## src/rtl/uart_tx.sv

```systemverilog
// ----------------------------------------------------------------------------
// uart_tx -- 8-bit UART transmitter with a small transmit FIFO.
//
// Frame: 1 start bit (0), 8 data bits LSB first, optional parity bit,
// 1 stop bit (1). Each bit lasts 16 sample_tick strobes (16x oversampled
// baud). Parity enable/type are latched when a frame starts, so changing
// them mid-frame only affects later frames.
//
// Handshake: a byte is written when tx_valid && tx_ready are both high on a
// rising clk edge. tx_ready depends only on the registered fifo_count, never
// on tx_valid. A write offered while tx_ready is low is dropped, and the
// FIFO state does not change.
//
// Ports:
//   clk          system clock, rising edge
//   reset        asynchronous, active-high reset
//   sample_tick  one-clk strobe at 16x baud
//   tx_data      byte to transmit
//   tx_valid     write request for tx_data
//   tx_ready     FIFO has room (fifo_count < FIFO_DEPTH)
//   parity_en    append a parity bit to frames that start from now on
//   parity_type  0 = even, 1 = odd
//   txd          serial line, idle high
//   tx_busy      FSM is outside IDLE
//   tx_done      one-clk pulse when a stop bit completes
//   fifo_count   number of stored bytes
//   state_dbg    current FSM state (IDLE=0 START=1 DATA=2 PARITY=3 STOP=4)
// ----------------------------------------------------------------------------
module uart_tx #(
    parameter int FIFO_DEPTH = 4
) (
    input  logic                          clk,
    input  logic                          reset,
    input  logic                          sample_tick,
    input  logic [7:0]                    tx_data,
    input  logic                          tx_valid,
    output logic                          tx_ready,
    input  logic                          parity_en,
    input  logic                          parity_type,
    output logic                          txd,
    output logic                          tx_busy,
    output logic                          tx_done,
    output logic [$clog2(FIFO_DEPTH):0]   fifo_count,
    output logic [2:0]                    state_dbg
);

    localparam int AW = $clog2(FIFO_DEPTH);
    localparam int CW = AW + 1;
    localparam logic [CW-1:0] DEPTH_C = CW'(FIFO_DEPTH);

    localparam logic [2:0] S_IDLE   = 3'd0;
    localparam logic [2:0] S_START  = 3'd1;
    localparam logic [2:0] S_DATA   = 3'd2;
    localparam logic [2:0] S_PARITY = 3'd3;
    localparam logic [2:0] S_STOP   = 3'd4;

    // ------------------------------------------------------------------
    // Transmit FIFO
    // ------------------------------------------------------------------
    logic [7:0]    mem [FIFO_DEPTH];
    logic [AW-1:0] wr_ptr;
    logic [AW-1:0] rd_ptr;
    logic [7:0]    head;
    logic          push;
    logic          load;

    // Frame-sequencer state
    logic [2:0] state;
    logic [3:0] tick_cnt;
    logic [2:0] bit_idx;
    logic [7:0] shreg;
    logic       par_en_q;
    logic       par_bit_q;
    logic       tick_last;

    assign tx_ready  = (fifo_count < DEPTH_C);
    assign push      = tx_valid && tx_ready;
    assign head      = mem[rd_ptr];
    assign tick_last = (tick_cnt == 4'd15);

    // A new frame is loaded from IDLE, or straight out of the last stop-bit
    // tick so consecutive frames run back-to-back without idle bits.
    assign load = sample_tick && (fifo_count != '0) &&
                  ((state == S_IDLE) || ((state == S_STOP) && tick_last));

    // Pointers are AW bits wide, so they wrap modulo the power-of-two depth.
    always_ff @(posedge clk or posedge reset) begin
        if (reset) begin
            wr_ptr     <= '0;
            rd_ptr     <= '0;
            fifo_count <= '0;
        end else begin
            if (push) begin
                wr_ptr <= wr_ptr + 1'b1;
            end
            if (load) begin
                rd_ptr <= rd_ptr + 1'b1;
            end
            case ({push, load})
                2'b10:   fifo_count <= fifo_count + 1'b1;
                2'b01:   fifo_count <= fifo_count - 1'b1;
                default: fifo_count <= fifo_count;
            endcase
        end
    end

    // Storage needs no reset: reset clears the pointers and count, which
    // makes every entry unreachable until rewritten.
    always_ff @(posedge clk) begin
        if (push) begin
            mem[wr_ptr] <= tx_data;
        end
    end

    // ------------------------------------------------------------------
    // Frame sequencer. Everything but tx_done advances only on ticks.
    // txd is a register so reset drives it high without a low glitch.
    // ------------------------------------------------------------------
    always_ff @(posedge clk or posedge reset) begin
        if (reset) begin
            state     <= S_IDLE;
            tick_cnt  <= '0;
            bit_idx   <= '0;
            shreg     <= '0;
            par_en_q  <= 1'b0;
            par_bit_q <= 1'b0;
            txd       <= 1'b1;
            tx_done   <= 1'b0;
        end else begin
            tx_done <= sample_tick && (state == S_STOP) && tick_last;
            if (load) begin
                shreg     <= head;
                par_en_q  <= parity_en;
                // Even parity is the plain XOR; odd inverts it.
                par_bit_q <= (^head) ^ parity_type;
                txd       <= 1'b0;
                tick_cnt  <= '0;
                state     <= S_START;
            end else if (sample_tick) begin
                case (state)
                    S_IDLE: begin
                        tick_cnt <= '0;
                    end
                    S_START: begin
                        if (tick_last) begin
                            tick_cnt <= '0;
                            bit_idx  <= '0;
                            txd      <= shreg[0];
                            state    <= S_DATA;
                        end else begin
                            tick_cnt <= tick_cnt + 4'd1;
                        end
                    end
                    S_DATA: begin
                        if (tick_last) begin
                            tick_cnt <= '0;
                            if (bit_idx == 3'd7) begin
                                if (par_en_q) begin
                                    txd   <= par_bit_q;
                                    state <= S_PARITY;
                                end else begin
                                    txd   <= 1'b1;
                                    state <= S_STOP;
                                end
                            end else begin
                                bit_idx <= bit_idx + 3'd1;
                                shreg   <= {1'b0, shreg[7:1]};
                                txd     <= shreg[1];
                            end
                        end else begin
                            tick_cnt <= tick_cnt + 4'd1;
                        end
                    end
                    S_PARITY: begin
                        if (tick_last) begin
                            tick_cnt <= '0;
                            txd      <= 1'b1;
                            state    <= S_STOP;
                        end else begin
                            tick_cnt <= tick_cnt + 4'd1;
                        end
                    end
                    S_STOP: begin
                        // The back-to-back case is taken by the load branch.
                        if (tick_last) begin
                            tick_cnt <= '0;
                            state    <= S_IDLE;
                        end else begin
                            tick_cnt <= tick_cnt + 4'd1;
                        end
                    end
                    default: begin
                        tick_cnt <= '0;
                        txd      <= 1'b1;
                        state    <= S_IDLE;
                    end
                endcase
            end
        end
    end

    assign tx_busy   = (state != S_IDLE);
    assign state_dbg = state;

endmodule
```

## config.mk

```make
export PLATFORM = sky130hd
export DESIGN_NAME = uart_tx
export DESIGN_NICKNAME = d
export VERILOG_FILES = /design/src/rtl/uart_tx.sv
export SDC_FILE = /design/constraint.sdc
export NUM_CORES = 1
export LEC_CHECK = 0
export CAP_MARGIN = 5
export CORE_MARGIN = 1.5
export CORE_UTILIZATION = 35
export CTS_CLUSTER_DIAMETER = 30
export DETAILED_ROUTE_END_ITERATION = 6
export PLACE_DENSITY_LB_ADDON = 0.2
export SYNTH_ARGS = -nofsm -noshare
export SYNTH_HDL_FRONTEND = slang
export SYNTH_SLANG_ARGS = --single-unit
```

## constraint.sdc

```tcl
create_clock -name clk -period 2.9 [get_ports clk]
set_input_delay 0.29 -clock clk [delete_from_list [all_inputs] [get_ports clk]]
set_output_delay 0.29 -clock clk [all_outputs]
set_load 0.05 [all_outputs]
```

Yosys cells after proc, flatten, opt, wreduce, memory -nomap -nowiden
Memory sizes are Yosys's and may differ from the RTL's.
Cells that the tools add are included.
- memory bits (read-only): 0
- flip-flop bits (word level): 29
- memories kept: 1
- latch bits: 0
- RAM bits: 32
- shift operators: 0
- div/mod/pow operators: 0
- reductions and logical operators: 22
- multiplexer cells: 32
- equality and inequality tests: 19
- magnitude comparators: 1
- multipliers: 0
- $add $sub $neg: 6
- bitwise logic cells: 2
- memories (name ; depth ; bits a word ; rd ports ; clocked after Yosys merged registers in ; write ports ; RTL line ; text):
    mem ; 4 ; 8 ; 1 ; 0 ; 1 ; 60 ; logic [7:0] mem [FIFO_DEPTH];
- operators by type and width (kind ; number):
    $mux 8 ; 5
    $mux 3 ; 10
    $mux 4 ; 4
    $ne 3x3->1 const B ; 5
    $pmux 3 s5 ; 1
    $pmux 3 s2 ; 2
    $ne 2x2->1 const B ; 5
    $reduce_bool 2->1 ; 5
    $mux 1 ; 9
    $reduce_xor 8->1 ; 1
    $reduce_and 7->1 ; 1
    $add 3x1->3 const B ; 2
    $eq 3x2->1 const B ; 2
    $eq 3x3->1 const B ; 2
    $logic_and 1x1->1 ; 6
    $reduce_and 6->1 ; 1
    $reduce_bool 3->1 ; 2
    $reduce_and 5->1 ; 1
    $add 2x1->2 const B ; 2
    $add 4x1->4 const B ; 1
    $eq 4x4->1 const B ; 1
    $pmux 1 s4 ; 1
    $reduce_and 4->1 ; 1
    $reduce_or 4->1 ; 1
    11 further kinds ; 11

Depth between registers and ports, before layout
Gate-level depths: netlist (run 1).
- depth after elaboration: 6
- depth in mapped cells: 11
- depth with buffers taken out: 9

Worst setup path before layout (run 1)
No wires, ideal clock.
- path kind: register -> register
- from: register state[0] (netlist: state_dbg[0])
- to: register fifo_count[2]
- period minus slack after synthesis: 2495 ps
- data arrival time: 2356 ps
- setup time: 139 ps
- cell stages (with the launch flop): 11
- slack: 405 ps
- path through: dfrtp_1 > clkbuf_1 > nor2_1 > o211a_2 > buf_2 > ha_1 > inv_1 > fa_1 > xor2_1 > nor2_1 > xnor2_1
- word-level cells in the longest chain between the ends: 6
- elaborated cells on any way between the ends: 9
- classes of those cells: 3 x eq/ne; 1 x mux; 5 x reduce/logical
- ends and longest elaborated chain (what ; RTL line ; text):
    start: declaration ; 68 ; logic [2:0] state;
    start signal: assignment ; 121 ; state <= S_IDLE;
    start signal: assignment ; 138 ; state <= S_START;
    start signal: assignment ; 149 ; state <= S_DATA;
    $eq 3x3->1 ; 84 ; ((state == S_IDLE) || ((state == S_STOP) && tick_last));
    $logic_and 1x1->1 ; 84 ;
    $logic_or 1x1->1 * ; 84 ;
    $logic_and 1x1->1 * ; 83 ; assign load = sample_tick && (fifo_count != '0) &&
    $eq 2x1->1 / $eq 2x2->1 (equally long branches) ; 99 ; case ({push, load})
    $pmux 3 s2 / $reduce_bool 2->1 (equally long branches) ; - ;
    end signal: assignment ; 100 ; 2'b10: fifo_count <= fifo_count + 1'b1;
    end signal: assignment ; 101 ; 2'b01: fifo_count <= fifo_count - 1'b1;
    end signal: assignment ; 102 ; default: fifo_count <= fifo_count;
    end: declaration ; 43 ; output logic [$clog2(FIFO_DEPTH):0] fifo_count,
Mark *: on every way between the ends. The rest lies on a longest branch, timed or not.
A chain may end at the register's enable or synchronous reset.

Final worst setup path (run 1)
- from: register rd_ptr[0]
- to: register par_bit_q
- word-level cells in the longest chain between the ends: 3
- ends and longest elaborated chain (what ; RTL line ; text):
    start: declaration ; 62 ; logic [AW-1:0] rd_ptr;
    start signal: assignment ; 97 ; rd_ptr <= rd_ptr + 1'b1;
    $mem_v2 4x8 ; - ;
    $reduce_xor 8->1 ; 135 ; par_bit_q <= (^head) ^ parity_type;
    $xor 1x1->1 ; 135 ;
    end signal: assignment ; 135 ;
    end: declaration ; 73 ; logic par_bit_q;
No other way between the ends.

==> metrics.txt, run 1 <==
# TYPE chip_impl_metric gauge
chip_impl_metric{name="clock-sinks",unit=""} 61
chip_impl_metric{name="critPathArrivalTime",unit="ps"} 2610
chip_impl_metric{name="syn_area_per_cell",unit="um2"} 13.8
chip_impl_metric{name="detail-route-antenna-nets",unit=""} 0
chip_impl_metric{name="dr_total_vias",unit=""} 1684
chip_impl_info{name="yosys.cell_count.top_type",value="sky130_fd_sc_hd__edfxtp_1"} 1
chip_impl_metric{name="synthXorXnorAreaFrac",unit=""} 0.0477
chip_impl_metric{name="final.setup_skew",unit="ps"} 13.9
chip_impl_metric{name="fill_cells",unit=""} 740
chip_impl_metric{name="design.final.nets",unit=""} 259
chip_impl_metric{name="core-area",unit="um2"} 7770
chip_impl_metric{name="final_core_utilization",unit=""} 0.433
chip_impl_metric{name="slack_of_the_worst_reg_to_reg_path",unit="ps"} 520
chip_impl_metric{name="ys_warn_count",unit=""} 0
chip_impl_metric{name="dieHeight",unit="um"} 93.0
chip_impl_metric{name="die_width",unit="um"} 93.0
chip_impl_metric{name="clk_latency",unit="ps"} 350
chip_impl_metric{name="crit_path_max_fanout",unit=""} 10
chip_impl_info{name="outcome",value="completed"} 1
chip_impl_metric{name="mappedNetlistNets",unit=""} 229
chip_impl_info{name="synth.top_cells.by_area",value="sky130_fd_sc_hd__edfxtp_1 34%, sky130_fd_sc_hd__dfrtp_1 25%, sky130_fd_sc_hd__mux2_2 6.8%"} 1
chip_impl_metric{name="drt-wirelength-per-cell",unit="um"} 15.0
chip_impl_metric{name="final_layout_size_suffix_gt1_frac",unit=""} 0.191
chip_impl_metric{name="pin_count",unit=""} 24
chip_impl_metric{name="grt_start_max_net_pins",unit=""} 30
chip_impl_metric{name="timing.critical_path.required",unit="ps"} 3130
chip_impl_metric{name="cts_buffer_depth",unit=""} 2
chip_impl_metric{name="fraction_of_synthesized_area_in_multiplexers",unit=""} 0.141
chip_impl_info{name="busiest_layer",value="met2"} 1
chip_impl_metric{name="drt-total-wl",unit="um"} 5150
chip_impl_metric{name="dpl_cell_area",unit="um2"} 3190
chip_impl_metric{name="r2r_cells",unit=""} 5
chip_impl_info{name="setup.worst_path.class",value="flop to flop"} 1
chip_impl_metric{name="synth-adder-area-share",unit=""} 0.0424
chip_impl_metric{name="final_cell_count_without_fillers",unit=""} 343
chip_impl_metric{name="grtUsageMet3",unit=""} 0.0350
chip_impl_metric{name="synth_cell_type_count",unit=""} 45
chip_impl_metric{name="routabilityCongestion",unit=""} 0.785
chip_impl_metric{name="fin_setup_tns",unit="ps"} 0
chip_impl_metric{name="post_synth_arst_share",unit=""} 0.475
chip_impl_metric{name="achievable-frequency",unit="GHz"} 0.421
chip_impl_metric{name="powerDensity",unit="nW/um2"} 1030
chip_impl_metric{name="final_max_slew_viol_count",unit=""} 0
chip_impl_metric{name="firstDrtPassIters",unit=""} 4
chip_impl_metric{name="setup_viol",unit=""} 0
chip_impl_metric{name="postCtsSetupBuffers",unit=""} 0
chip_impl_metric{name="rows",unit=""} 32
chip_impl_metric{name="effective_utilization_at_floorplan",unit=""} 0.365
chip_impl_metric{name="synth_largest_type_area_fraction",unit=""} 0.339
chip_impl_metric{name="post_synth_inst_count",unit=""} 206
chip_impl_metric{name="preCtsSetupSlack",unit="ps"} 496
chip_impl_metric{name="buffers_added_on_ports",unit=""} 23
chip_impl_metric{name="area_delta_synth_final",unit="%"} 18.6
chip_impl_metric{name="grt_util_met2",unit=""} 0.194
chip_impl_metric{name="global_route.usage.met1",unit=""} 0.185
chip_impl_metric{name="floorplan.die_area",unit="um2"} 8650
chip_impl_metric{name="grt_pass1_wl",unit="um"} 8560
chip_impl_info{name="combinational_family_with_the_most_area_after_synthesis",value="multiplexers"} 1
chip_impl_metric{name="drtIter0Drc",unit=""} 92
chip_impl_metric{name="design_power_total",unit="mW"} 3.46
chip_impl_metric{name="finalWorstPathRequiredPeriod",unit="ps"} 2380
chip_impl_metric{name="drv_cap",unit=""} 0
chip_impl_info{name="synthFlopType",value="sky130_fd_sc_hd__edfxtp_1"} 1
chip_impl_metric{name="path_clk_slew",unit="ps"} 70
chip_impl_metric{name="antennaDiodeCount",unit=""} 0
chip_impl_info{name="hp-class",value="input port to asynchronous set/reset pin"} 1
chip_impl_info{name="netlist.top_cell.by_area",value="sky130_fd_sc_hd__edfxtp_1"} 1
chip_impl_info{name="worstReg2RegStart",value="rd_ptr[0]$_DFFE_PP0N_"} 1
chip_impl_metric{name="ctsResizeCount",unit=""} 0
chip_impl_info{name="timing.critical_path.to_type",value="flop"} 1
chip_impl_metric{name="layout_worst_path_cycle_share",unit=""} 0.820
chip_impl_metric{name="synth_enable_flop_cells",unit=""} 32
chip_impl_metric{name="place_inst",unit=""} 327
chip_impl_info{name="cts-root-buf",value="sky130_fd_sc_hd__clkbuf_8"} 1
chip_impl_metric{name="leakage",unit="nW"} 1.28
chip_impl_metric{name="routed_via_density",unit=""} 4.91
chip_impl_metric{name="hold_violations",unit=""} 0
chip_impl_metric{name="ir_worst_vdd",unit="mV"} 0.443
chip_impl_info{name="rsz_0062_raised_after_global_routing",value="false"} 1
chip_impl_info{name="tritoncts",value="done"} 1
chip_impl_info{name="critical_path.reg2reg.endpoint",value="par_bit_q$_DFFE_PP0N_"} 1
chip_impl_metric{name="syn_area",unit="um2"} 2840
chip_impl_metric{name="synth_compound_area_frac",unit=""} 0.0675
chip_impl_metric{name="post_synth_and_or_nand_nor_area_fraction",unit=""} 0.0693
chip_impl_metric{name="detail_route.drc_violations",unit=""} 0
chip_impl_metric{name="cts_made_buffers",unit=""} 9
chip_impl_info{name="synth_commonest_cells",value="32 x sky130_fd_sc_hd__edfxtp_1, 28 x sky130_fd_sc_hd__dfrtp_1, 17 x sky130_fd_sc_hd__mux2_2, 16 x sky130_fd_sc_hd__inv_1, 14 x sky130_fd_sc_hd__nand2_1"} 1
chip_impl_metric{name="worst_slew_pin_slew",unit="ps"} 555
chip_impl_metric{name="finish.instance_area",unit="um2"} 3360
chip_impl_metric{name="fin_hold_ws",unit="ps"} 318
chip_impl_metric{name="postCtsHoldBufs",unit=""} 0
chip_impl_metric{name="via_count_of_the_first_global_routing_pass",unit=""} 1691
chip_impl_metric{name="detailed_place_hpwl",unit="um"} 3500
chip_impl_metric{name="ys_seq_elements",unit=""} 61
chip_impl_metric{name="globalRoute.totalOverflow",unit=""} 0
chip_impl_metric{name="grt.total_usage",unit=""} 0.136
chip_impl_metric{name="synth_sequential_area_ratio",unit=""} 0.595
chip_impl_metric{name="timing.slew.headroom",unit=""} 0.627
chip_impl_metric{name="postLayoutSetupSlackWorst",unit="ps"} 523
chip_impl_info{name="critical_path.startpoint_type",value="flop"} 1
chip_impl_metric{name="number_of_antenna_violations_at_the_first_check_in_global_routing",unit=""} 0
chip_impl_metric{name="htree_depth",unit=""} 3
-- registers in the layout, summed over array words and instances (netlist names) --
name,cells
mem,32
par_en_q,1
state_dbg,3
rd_ptr,2
bit_idx,3
fifo_count,3
tick_cnt,4
par_bit_q,1
shreg,8
wr_ptr,2
txd,1
tx_done,1
-- worst max-delay path, cell delays in order, from the launching register on --
cell and delay [ps]:
sky130_fd_sc_hd__dfrtp_1 680, sky130_fd_sc_hd__mux4_2 600, sky130_fd_sc_hd__xnor2_1 180, sky130_fd_sc_hd__xnor3_1 420, sky130_fd_sc_hd__xnor2_1 130, sky130_fd_sc_hd__mux2_2 260
-- cell type report --
class	instances	area (um2)	share of cell area
sequential	61	1690	0.502
multi-input combinational	120	1040	0.310
timing repair buffer	28	268	0.0796
clock buffer	10	128	0.0379
tap	102	128	0.0379
inverter	16	60.1	0.0179
clock inverter	6	48.8	0.0145
-- power by group --
group | internal (mW) | switching (mW) | leakage (nW)
clock | 0.315 | 0.361 | 0.0791
combinational | 0.726 | 0.706 | 0.564
sequential | 1.14 | 0.209 | 0.639
-- layer usage --
metal  wire length, um  part of all wire  vias up
li1                  -                 -      809
met1              2440              0.47      834
met2              2420              0.47       29
met3               145             0.028       12
met4               135             0.026        0
met5                 0                 0        -
-- kinds of logic after synthesis --
logic type      count (synthesis)
flops                          61
simple gates                   41
compound gates                 30
mux                            27
buf+inv                        25
xor+xnor                       13
fa+ha+maj                       9
-- how the worst max path moves through the flow --
stage	from	depth (start not counted)	endpoint	slack, ps
3_5_place_dp	rd_ptr[0]$_DFFE_PP0N_	5	par_bit_q$_DFFE_PP0N_	500
3_3_place_gp	rd_ptr[0]$_DFFE_PP0N_	5	par_bit_q$_DFFE_PP0N_	500
4_1_cts	rd_ptr[0]$_DFFE_PP0N_	5	par_bit_q$_DFFE_PP0N_	480
2_1_floorplan	state_dbg[0]$_DFFE_PP0P_	10	fifo_count[2]$_DFFE_PP0P_	400
5_1_grt	rd_ptr[0]$_DFFE_PP0N_	5	par_bit_q$_DFFE_PP0N_	340
6_report	rd_ptr[0]$_DFFE_PP0N_	5	par_bit_q$_DFFE_PP0N_	520
-- placed cells by master, fill, tap and decap left out, drive strengths merged, types with 2 or more instances in the layout --
| cell type | netlist | routed |
|---|---|---|
| buf | 2 | 5 |
| clkdlybuf4s50 | 0 | 23 |
| clkinv | 0 | 2 |
| o31ai | 2 | 2 |
| dfrtp | 28 | 28 |
| xnor2 | 9 | 9 |
| o21ai | 12 | 12 |
| a21oi | 3 | 3 |
| and3 | 2 | 2 |
| nand3 | 6 | 6 |
| clkinvlp | 0 | 3 |
| or3 | 2 | 2 |
| nand2 | 14 | 14 |
| ha | 8 | 8 |
| inv | 16 | 17 |
| xor2 | 3 | 3 |
| clkbuf | 7 | 10 |
| nor2 | 6 | 6 |
| mux2 | 18 | 18 |
| and2 | 4 | 4 |
| a31oi | 2 | 2 |
| nor3 | 3 | 3 |
| mux4 | 8 | 8 |
| o22ai | 2 | 2 |
| edfxtp | 32 | 32 |
(Power assumes the default switching activity.)
==> inputs of run 2 (changes only) <==
==> constraint.sdc (replaced) <==
create_clock -name clk -period 2.24 [get_ports clk]
set_input_delay 0.224 -clock clk [delete_from_list [all_inputs] [get_ports clk]]
set_output_delay 0.224 -clock clk [all_outputs]
set_load 0.05 [all_outputs]
==> run 2 against run 1 <==
  * Critical path type unchanged
  * Combinational power up 39%
  * Register-to-register slack worse by 420 ps
  * Cell count up 2.6%
  * Global-route usage down 0.62 points
  * Critical endpoint unchanged
  * Sequential cell count unchanged
  * Clock skew down 7.5 ps
  * Critical path depth up 1
==> metrics.txt, run 2 (synthesized netlist as in run 1, its figures left out) <==
# TYPE chip_impl_metric gauge
chip_impl_info{name="outcome",value="completed"} 1
chip_impl_metric{name="grt_start_max_net_pins",unit=""} 30
chip_impl_metric{name="achievable-frequency",unit="GHz"} 0.468
chip_impl_metric{name="rows",unit=""} 32
chip_impl_metric{name="setup_viol",unit=""} 0
chip_impl_metric{name="dr_total_vias",unit=""} 1718
chip_impl_metric{name="drt-wirelength-per-cell",unit="um"} 14.3
chip_impl_metric{name="antennaDiodeCount",unit=""} 0
chip_impl_info{name="tritoncts",value="done"} 1
chip_impl_metric{name="number_of_antenna_violations_at_the_first_check_in_global_routing",unit=""} 0
chip_impl_metric{name="final_core_utilization",unit=""} 0.444
chip_impl_metric{name="timing.slew.headroom",unit=""} 0.665
chip_impl_metric{name="worst_slew_pin_slew",unit="ps"} 502
chip_impl_metric{name="drtIter0Drc",unit=""} 23
chip_impl_metric{name="core-area",unit="um2"} 7770
chip_impl_metric{name="buffers_added_on_ports",unit=""} 23
chip_impl_metric{name="postCtsHoldBufs",unit=""} 0
chip_impl_info{name="max_flop_register",value="mem"} 1
chip_impl_metric{name="path_clk_slew",unit="ps"} 70
chip_impl_info{name="setup.worst_path.class",value="flop to flop"} 1
chip_impl_metric{name="detail_route.drc_violations",unit=""} 0
chip_impl_metric{name="final.setup_skew",unit="ps"} 6.35
chip_impl_metric{name="globalRoute.totalOverflow",unit=""} 0
chip_impl_metric{name="grt_pass1_wl",unit="um"} 8460
chip_impl_metric{name="final_layout_size_suffix_gt1_frac",unit=""} 0.248
chip_impl_metric{name="finalWorstPathRequiredPeriod",unit="ps"} 2130
chip_impl_metric{name="area_delta_synth_final",unit="%"} 21.6
chip_impl_metric{name="detail-route-antenna-nets",unit=""} 0
chip_impl_metric{name="powerDensity",unit="nW/um2"} 1320
chip_impl_metric{name="ir_worst_vdd",unit="mV"} 0.693
chip_impl_metric{name="final_max_slew_viol_count",unit=""} 0
chip_impl_info{name="largestRegisters",value="mem x32, shreg x8, tick_cnt x4"} 1
chip_impl_metric{name="routabilityCongestion",unit=""} 0.760
chip_impl_metric{name="via_count_of_the_first_global_routing_pass",unit=""} 1750
chip_impl_info{name="hp-class",value="input port to asynchronous set/reset pin"} 1
chip_impl_metric{name="firstDrtPassIters",unit=""} 4
chip_impl_metric{name="grt.total_usage",unit=""} 0.130
chip_impl_metric{name="drv_cap",unit=""} 0
chip_impl_metric{name="clock-sinks",unit=""} 61
chip_impl_metric{name="layout_worst_path_cycle_share",unit=""} 0.953
chip_impl_metric{name="r2r_cells",unit=""} 6
chip_impl_metric{name="largest_register_ffs",unit=""} 32
chip_impl_metric{name="cts_buffer_depth",unit=""} 2
chip_impl_info{name="rsz_0062_raised_after_global_routing",value="false"} 1
chip_impl_metric{name="htree_depth",unit=""} 3
chip_impl_info{name="cts-root-buf",value="sky130_fd_sc_hd__clkbuf_8"} 1
chip_impl_metric{name="detailed_place_hpwl",unit="um"} 3570
chip_impl_metric{name="effective_utilization_at_floorplan",unit=""} 0.365
chip_impl_metric{name="hold_violations",unit=""} 0
chip_impl_metric{name="timing.critical_path.required",unit="ps"} 2460
chip_impl_info{name="timing.critical_path.to_type",value="flop"} 1
chip_impl_info{name="most_frequent_standard_cell_in_the_layout_excluding_fill_and_tap_cells",value="sky130_fd_sc_hd__edfxtp_1"} 1
chip_impl_metric{name="crit_path_max_fanout",unit=""} 6
chip_impl_metric{name="clk_latency",unit="ps"} 340
chip_impl_metric{name="cts_made_buffers",unit=""} 9
chip_impl_metric{name="critPathArrivalTime",unit="ps"} 2350
chip_impl_metric{name="fin_hold_ws",unit="ps"} 260
chip_impl_metric{name="routed_via_density",unit=""} 4.88
chip_impl_info{name="critical_path.startpoint_type",value="flop"} 1
chip_impl_metric{name="floorplan.die_area",unit="um2"} 8650
chip_impl_metric{name="drt-total-wl",unit="um"} 5050
chip_impl_metric{name="leakage",unit="nW"} 1.34
chip_impl_info{name="most_frequent_cells_in_the_layout",value="32 x sky130_fd_sc_hd__edfxtp_1, 23 x sky130_fd_sc_hd__dfrtp_1, 22 x sky130_fd_sc_hd__clkdlybuf4s50_1"} 1
chip_impl_metric{name="design.final.nets",unit=""} 268
chip_impl_metric{name="dieHeight",unit="um"} 93.0
chip_impl_metric{name="die_width",unit="um"} 93.0
chip_impl_metric{name="pin_count",unit=""} 24
==> run 2: stage by stage <==
| step | TNS (ps) | cell area (um2) | instances | setup WS (ps) | power, mW |
|---|---|---|---|---|---|
| 3_5_place_dp | -19.3 | 3260 | 335 | -19.3 | 3.74 |
| 3_3_place_gp | 0 | 3260 | 335 | 16.1 | 3.70 |
| 5_1_grt | 0 | 3450 | 352 | 4.51 | 4.87 |
| 2_1_floorplan | 0 | 2870 | 206 | 10.5 | 3.26 |
| 4_1_cts | 0 | 3440 | 351 | 20.9 | 4.62 |
| 6_report | 0 | 3450 | 352 | 105 | 4.56 |
==> run 2: where the power goes <==
group          internal, mW  leakage [nW]  switching, mW
combinational          1.01         0.620          0.982
sequential             1.49         0.633          0.232
clock                 0.404        0.0856          0.453
total                  2.90          1.34           1.67
==> run 2: critical path: stages, from the launching register on <==
cell and delay (ps):
sky130_fd_sc_hd__dfrtp_2 460, sky130_fd_sc_hd__buf_4 150, sky130_fd_sc_hd__mux4_1 590, sky130_fd_sc_hd__xnor2_1 170
sky130_fd_sc_hd__xnor3_1 250, sky130_fd_sc_hd__xnor2_1 140, sky130_fd_sc_hd__mux2_2 260
==> run 2: cell type report <==
cell class / instances / area, um2
well taps: 102 / 128
repair buffers: 37 / 338
fillers: 730 / 4320
flip-flops and latches: 61 / 1690
inverters: 16 / 60.1
clock inverters: 7 / 51.3
multi-input cells: 120 / 1050
clock buffers: 9 / 124
==> run 2: path summary, 6_finish.rpt <==
kind | startpoint | to | slack [ps]
setup / recovery | rd_ptr[0]$_DFFE_PP0N_ | par_bit_q$_DFFE_PP0N_ | 110
hold / removal | reset | wr_ptr[1]$_DFFE_PP0P_ | 260
max in group asynchronous | reset | txd$_DFFE_PP1P_ | 1660
hold reg to reg | txd$_DFFE_PP1P_ | txd$_DFFE_PP1P_ | 500
min in group clk | txd$_DFFE_PP1P_ | txd$_DFFE_PP1P_ | 500
setup reg to reg | rd_ptr[0]$_DFFE_PP0N_ | par_bit_q$_DFFE_PP0N_ | 110
==> run 2: timing repair <==
item,CTS,global route
pin swaps,0,0
setup buffers,0,1
gates resized for setup,1,1
setup endpoints to repair,1,2
cloned,0,0
==> run 2: routing by layer <==
layer  global-route usage  vias to the layer above  share of wire
li1                     -                      827              -
met1                0.164                      861           0.46
met2                0.206                       26           0.49
met3               0.0463                        4          0.037
met4               0.0455                        0         0.0079
met5                    0                        -              0
==> inputs of run 3 (changes only) <==
--- a/config.mk
+++ b/config.mk
@@ -7,7 +7,7 @@
 export LEC_CHECK = 0
 export CAP_MARGIN = 5
 export CORE_MARGIN = 1.5
-export CORE_UTILIZATION = 35
+export CORE_UTILIZATION = 45
 export CTS_CLUSTER_DIAMETER = 30
 export DETAILED_ROUTE_END_ITERATION = 6
 export PLACE_DENSITY_LB_ADDON = 0.2
==> run 3 against run 2 <==
  * Die area is 22% lower
  * Clock-buffer cell count did not move
  * Design area shrank 0.69%
  * Register-to-register slack hardly changed
  * Core utilization increased by 13 points
  * Sequential share of layout area up 0.34 points
  * Critical endpoint unchanged
  * Highest routed layer unchanged
==> metrics.txt, run 3 (synthesized netlist as in run 1, its figures left out) <==
# TYPE chip_impl_metric gauge
chip_impl_info{name="outcome",value="completed"} 1
chip_impl_info{name="largestRegisters",value="mem x32, shreg x8, tick_cnt x4"} 1
chip_impl_info{name="cts-root-buf",value="sky130_fd_sc_hd__clkbuf_8"} 1
chip_impl_metric{name="buffers_added_on_ports",unit=""} 23
chip_impl_metric{name="final_cell_count_without_fillers",unit=""} 322
chip_impl_metric{name="design_power_total",unit="mW"} 4.69
chip_impl_info{name="setup.worst_path.start",value="rd_ptr[0]$_DFFE_PP0N_"} 1
chip_impl_metric{name="dpl_cell_area",unit="um2"} 3210
chip_impl_metric{name="path_clk_slew",unit="ps"} 70
chip_impl_metric{name="area_delta_synth_final",unit="%"} 20.8
chip_impl_metric{name="dieHeight",unit="um"} 82.4
chip_impl_info{name="most_frequent_standard_cell_in_the_layout_excluding_fill_and_tap_cells",value="sky130_fd_sc_hd__edfxtp_1"} 1
chip_impl_metric{name="r2r_cells",unit=""} 5
chip_impl_metric{name="ir_worst_vdd",unit="mV"} 0.739
chip_impl_metric{name="grt.total_usage",unit=""} 0.177
chip_impl_metric{name="clock-sinks",unit=""} 61
chip_impl_metric{name="leakage",unit="nW"} 1.33
chip_impl_metric{name="effective_utilization_at_floorplan",unit=""} 0.473
chip_impl_metric{name="routed_via_density",unit=""} 5.31
chip_impl_metric{name="via_count_of_the_first_global_routing_pass",unit=""} 1700
chip_impl_metric{name="routabilityCongestion",unit=""} 0.788
chip_impl_metric{name="final_max_slew_viol_count",unit=""} 0
chip_impl_metric{name="die_width",unit="um"} 82.4
chip_impl_metric{name="largest_register_ffs",unit=""} 32
chip_impl_metric{name="design.final.nets",unit=""} 265
chip_impl_metric{name="grt_start_max_net_pins",unit=""} 30
chip_impl_metric{name="critPathArrivalTime",unit="ps"} 2370
chip_impl_metric{name="setup_viol",unit=""} 0
chip_impl_info{name="setup.worst_path.class",value="flop to flop"} 1
chip_impl_metric{name="achievable-frequency",unit="GHz"} 0.466
chip_impl_metric{name="pin_count",unit=""} 24
chip_impl_metric{name="globalRoute.totalOverflow",unit=""} 0
chip_impl_metric{name="final.setup_skew",unit="ps"} 7.16
chip_impl_metric{name="detail_route.drc_violations",unit=""} 0
chip_impl_metric{name="htree_depth",unit=""} 3
chip_impl_metric{name="final_layout_size_suffix_gt1_frac",unit=""} 0.243
chip_impl_metric{name="drt-total-wl",unit="um"} 5000
chip_impl_metric{name="grt_pass1_wl",unit="um"} 8390
chip_impl_metric{name="finish.instance_area",unit="um2"} 3420
chip_impl_metric{name="powerDensity",unit="nW/um2"} 1370
chip_impl_metric{name="cts_buffer_depth",unit=""} 2
chip_impl_metric{name="crit_path_max_fanout",unit=""} 7
chip_impl_info{name="max_flop_register",value="mem"} 1
chip_impl_metric{name="final_core_utilization",unit=""} 0.572
chip_impl_metric{name="preCtsSetupSlack",unit="ps"} -32.0
chip_impl_metric{name="fin_hold_ws",unit="ps"} 246
chip_impl_metric{name="antennaDiodeCount",unit=""} 0
chip_impl_info{name="hp-class",value="input port to asynchronous set/reset pin"} 1
chip_impl_metric{name="clk_latency",unit="ps"} 340
chip_impl_metric{name="dr_total_vias",unit=""} 1709
chip_impl_metric{name="detail-route-antenna-nets",unit=""} 0
chip_impl_info{name="tritoncts",value="done"} 1
chip_impl_metric{name="layout_worst_path_cycle_share",unit=""} 0.957
chip_impl_info{name="timing.critical_path.to_type",value="flop"} 1
chip_impl_metric{name="firstDrtPassIters",unit=""} 4
chip_impl_metric{name="floorplan.die_area",unit="um2"} 6790
chip_impl_metric{name="finalWorstPathRequiredPeriod",unit="ps"} 2140
chip_impl_metric{name="worst_slew_pin_slew",unit="ps"} 532
chip_impl_info{name="critical_path.startpoint_type",value="flop"} 1
chip_impl_metric{name="detailed_place_hpwl",unit="um"} 3360
chip_impl_metric{name="rows",unit=""} 28
chip_impl_metric{name="core-area",unit="um2"} 5990
chip_impl_metric{name="drt-wirelength-per-cell",unit="um"} 15.5
chip_impl_metric{name="drtIter0Drc",unit=""} 50
chip_impl_metric{name="slack_of_the_worst_reg_to_reg_path",unit="ps"} 100
chip_impl_info{name="timing.critical_path.to",value="par_bit_q$_DFFE_PP0N_"} 1
chip_impl_metric{name="cts_made_buffers",unit=""} 9
chip_impl_info{name="critical_path.reg2reg.endpoint",value="par_bit_q$_DFFE_PP0N_"} 1
chip_impl_metric{name="postLayoutSetupSlackWorst",unit="ps"} 96.1
chip_impl_info{name="rsz_0062_raised_after_global_routing",value="true"} 1
chip_impl_metric{name="timing.critical_path.required",unit="ps"} 2460
chip_impl_info{name="most_frequent_cells_in_the_layout",value="32 x sky130_fd_sc_hd__edfxtp_1, 23 x sky130_fd_sc_hd__dfrtp_1, 22 x sky130_fd_sc_hd__clkdlybuf4s50_1"} 1
chip_impl_metric{name="place_inst",unit=""} 305
chip_impl_metric{name="fin_setup_tns",unit="ps"} 0
chip_impl_metric{name="drv_cap",unit=""} 0
chip_impl_metric{name="hold_violations",unit=""} 0
chip_impl_info{name="worstReg2RegStart",value="rd_ptr[0]$_DFFE_PP0N_"} 1
chip_impl_metric{name="number_of_antenna_violations_at_the_first_check_in_global_routing",unit=""} 0
chip_impl_metric{name="timing.slew.headroom",unit=""} 0.642
[run 3: changes by cell type in the layout (fill, tap and decap cells not counted), sizes merged]
| cell | previous run | this run |
|---|---|---|
| buf | 14 | 11 |
| clkinv | 4 | 2 |
| bufinv | 0 | 1 |
| clkinvlp | 2 | 3 |
[run 3: final cells by class]
class                      count  area [um2]
clock buffer                   9         124
clock inverter                 7        73.8
fill                         486        2570
inverter                      16        60.1
multi-input combinational    120        1060
sequential                    61        1690
tap                           75        93.8
timing repair buffer          34         315
[run 3: repair_timing]
action | 4_1_cts | 5_1_grt
buffers inserted | 0 | 1
endpoints found under the hold margin | 0 | 0
pin swaps | 0 | 0
hold buffers | 0 | 0
gates resized for setup | 1 | 3
setup endpoints to repair | 1 | 3
[run 3: layer usage]
metal | global-route usage | wire length [um]
met1 | 0.214 | 2230
met2 | 0.281 | 2500
met3 | 0.0593 | 164
met4 | 0.0898 | 102
met5 | 0 | 0
[run 3: how the worst min path moves through the flow]
stage                         startpoint                     end  slack, ps  cells after the start
finish                             reset   wr_ptr[0]$_DFFE_PP0P_        250                      3
global route                       reset   wr_ptr[0]$_DFFE_PP0P_        310                      3
detailed placement  shreg[0]$_DFFE_PP0P_    shreg[0]$_DFFE_PP0P_        490                      1
floorplan                          reset  bit_idx[0]$_DFFE_PP0P_        300                      1
CTS                                reset   wr_ptr[0]$_DFFE_PP0P_        260                      3
global placement    shreg[4]$_DFFE_PP0P_    shreg[4]$_DFFE_PP0P_        480                      1
[run 3: worst max-delay path, stage by stage, from the launching register on]
cell                      delay (ps)
sky130_fd_sc_hd__dfrtp_2         470
sky130_fd_sc_hd__mux4_2          570
sky130_fd_sc_hd__xnor2_2         160
sky130_fd_sc_hd__xnor3_1         420
sky130_fd_sc_hd__xnor2_1         150
sky130_fd_sc_hd__mux2_2          270
[run 3: where the power goes]
group	internal (mW)	leakage, nW	switching, mW
Combinational	1.00	0.609	0.986
Sequential	1.49	0.633	0.252
Clock	0.514	0.0895	0.443
==> edit: new RTL, config.mk and constraints of run 2 <==
Register the output `txd` once more, cleared by the reset; this adds one clock of latency there. The other outputs are not delayed to match.
--- a/src/rtl/uart_tx.sv
+++ b/src/rtl/uart_tx.sv
@@ -54,6 +54,8 @@
     localparam logic [2:0] S_PARITY = 3'd3;
     localparam logic [2:0] S_STOP   = 3'd4;
 
+    logic txd_s0;
+
     // ------------------------------------------------------------------
     // Transmit FIFO
     // ------------------------------------------------------------------
@@ -124,7 +126,7 @@
             shreg     <= '0;
             par_en_q  <= 1'b0;
             par_bit_q <= 1'b0;
-            txd       <= 1'b1;
+            txd_s0    <= 1'b1;
             tx_done   <= 1'b0;
         end else begin
             tx_done <= sample_tick && (state == S_STOP) && tick_last;
@@ -133,7 +135,7 @@
                 par_en_q  <= parity_en;
                 // Even parity is the plain XOR; odd inverts it.
                 par_bit_q <= (^head) ^ parity_type;
-                txd       <= 1'b0;
+                txd_s0    <= 1'b0;
                 tick_cnt  <= '0;
                 state     <= S_START;
             end else if (sample_tick) begin
@@ -145,7 +147,7 @@
                         if (tick_last) begin
                             tick_cnt <= '0;
                             bit_idx  <= '0;
-                            txd      <= shreg[0];
+                            txd_s0   <= shreg[0];
                             state    <= S_DATA;
                         end else begin
                             tick_cnt <= tick_cnt + 4'd1;
@@ -156,16 +158,16 @@
                             tick_cnt <= '0;
                             if (bit_idx == 3'd7) begin
                                 if (par_en_q) begin
-                                    txd   <= par_bit_q;
+                                    txd_s0 <= par_bit_q;
                                     state <= S_PARITY;
                                 end else begin
-                                    txd   <= 1'b1;
+                                    txd_s0 <= 1'b1;
                                     state <= S_STOP;
                                 end
                             end else begin
                                 bit_idx <= bit_idx + 3'd1;
                                 shreg   <= {1'b0, shreg[7:1]};
-                                txd     <= shreg[1];
+                                txd_s0  <= shreg[1];
                             end
                         end else begin
                             tick_cnt <= tick_cnt + 4'd1;
@@ -174,7 +176,7 @@
                     S_PARITY: begin
                         if (tick_last) begin
                             tick_cnt <= '0;
-                            txd      <= 1'b1;
+                            txd_s0   <= 1'b1;
                             state    <= S_STOP;
                         end else begin
                             tick_cnt <= tick_cnt + 4'd1;
@@ -191,7 +193,7 @@
                     end
                     default: begin
                         tick_cnt <= '0;
-                        txd      <= 1'b1;
+                        txd_s0   <= 1'b1;
                         state    <= S_IDLE;
                     end
                 endcase
@@ -202,4 +204,12 @@
     assign tx_busy   = (state != S_IDLE);
     assign state_dbg = state;
 
+    always_ff @(posedge clk or posedge reset) begin
+        if (reset) begin
+            txd <= '0;
+        end else begin
+            txd <= txd_s0;
+        end
+    end
+
 endmodule
Formal check against the unedited RTL: not equivalent (a bounded check fails within 4 cycles, from zero or initial values and one cycle with reset high).
==> edit against run 2 <==
Final area is 1.3% higher. Routed wire length grew 1.4%. Clock skew grew 4.1 ps. Core utilization increased by 0.37 points. Area after synthesis rose by 1.0%. Total power increased by 2.2%. Sequential cell count grew 1. Die area rose by 0.98%. Critical path depth is the same. Worst setup slack worse by 23 ps. Critical path type unchanged.
==> edit: results (changes against run 2) <==
status completed (unchanged); Global Route met3 Usage 3.17% (was 4.63%); reg-to-reg setup timing slack 80 ps (was 110 ps); VDD IR max 0.502 mV (was 0.693 mV); wire length on met1 2420 um (was 2330 um); layout net count 266 (was 268); placed wire-length estimate 3600 um (was 3570 um); register bit total from synthesis 62 (was 61); register area share after synthesis 59.8% (was 59.5%); placed cells 334 (was 335); first-pass GRT wire length 8490 um (was 8460 um); Placed Area 0.00330 mm^2 (was 0.00326 mm^2); fraction of area in multi-input gates 30.7% (was 30.6%); fillers 722 (was 730); Async S/R FF share, synth 48.4% (was 47.5%); Slowest Stage Delay on Critical Path 520 ps (was 590 ps); CP max stage cell mux4_2 (was mux4_1); Yosys cell types 42 (was 45); final WL 5120 um (was 5050 um); top post-synthesis cells by count edfxtp_1 (32), dfrtp_1 (29), mux2_2 (16) (was edfxtp_1 (32), dfrtp_1 (28), mux2_2 (17)); top cells by area, synth edfxtp_1 (34%), dfrtp_1 (25%), mux2_2 (6.3%) (was edfxtp_1 (34%), dfrtp_1 (25%), mux2_2 (6.8%)); wire length on met2 2460 um (was 2490 um); largest net degree at the start of global routing 31 (was 30); Register Area 0.00172 mm^2 (was 0.00169 mm^2); Non-Clock Inverter Count 15 (was 16); Setup Skew 10.4 ps (was 6.35 ps); met1 Track Usage GR 17.6% (was 16.4%); CP max FO 3 (was 6); Final GP Congestion 0.785 (was 0.760); Rel. slew slack 59.5% (was 66.5%); post-CTS sizing 0 (was 1); layout cells sized above 1 24.2% (was 24.8%); Avg Cell Area, Syn 13.9 um^2 (was 13.8 um^2); met2 usage 20.0% (was 20.6%)
## edit: cell types whose count changed in the layout (fill, tap and decap cells not counted), sizes merged, moves of 2 or more
cell	run 2	this run
o2bb2ai	0	3
inv	17	15
mux2	18	16
nor2b	1	3
mux2i	1	4
buf	14	12
## edit: cells by family after synthesis
family	synth area share [%]
buf+inv	3.49
compound gates	6.55
simple gates	6.68
mux	14.2
flops	59.8
xor+xnor	5.02
fa+ha+maj	4.19
## edit: worst min-delay path by stage
stage / startpoint / cells past startpoint / end
after CTS: reset / 3 / state_dbg[2]
after detailed placement: txd_s0 / 0 / txd
after global placement: txd_s0 / 0 / txd
after floorplan: reset / 1 / bit_idx[0]
final: reset / 3 / fifo_count[1]
after global routing: reset / 3 / bit_idx[0]
## edit: power by group
group          internal [W]  switching [W]  total [W]
Clock              0.000514       0.000461   0.000975
Sequential          0.00150       0.000209    0.00171
Combinational       0.00100       0.000973    0.00198
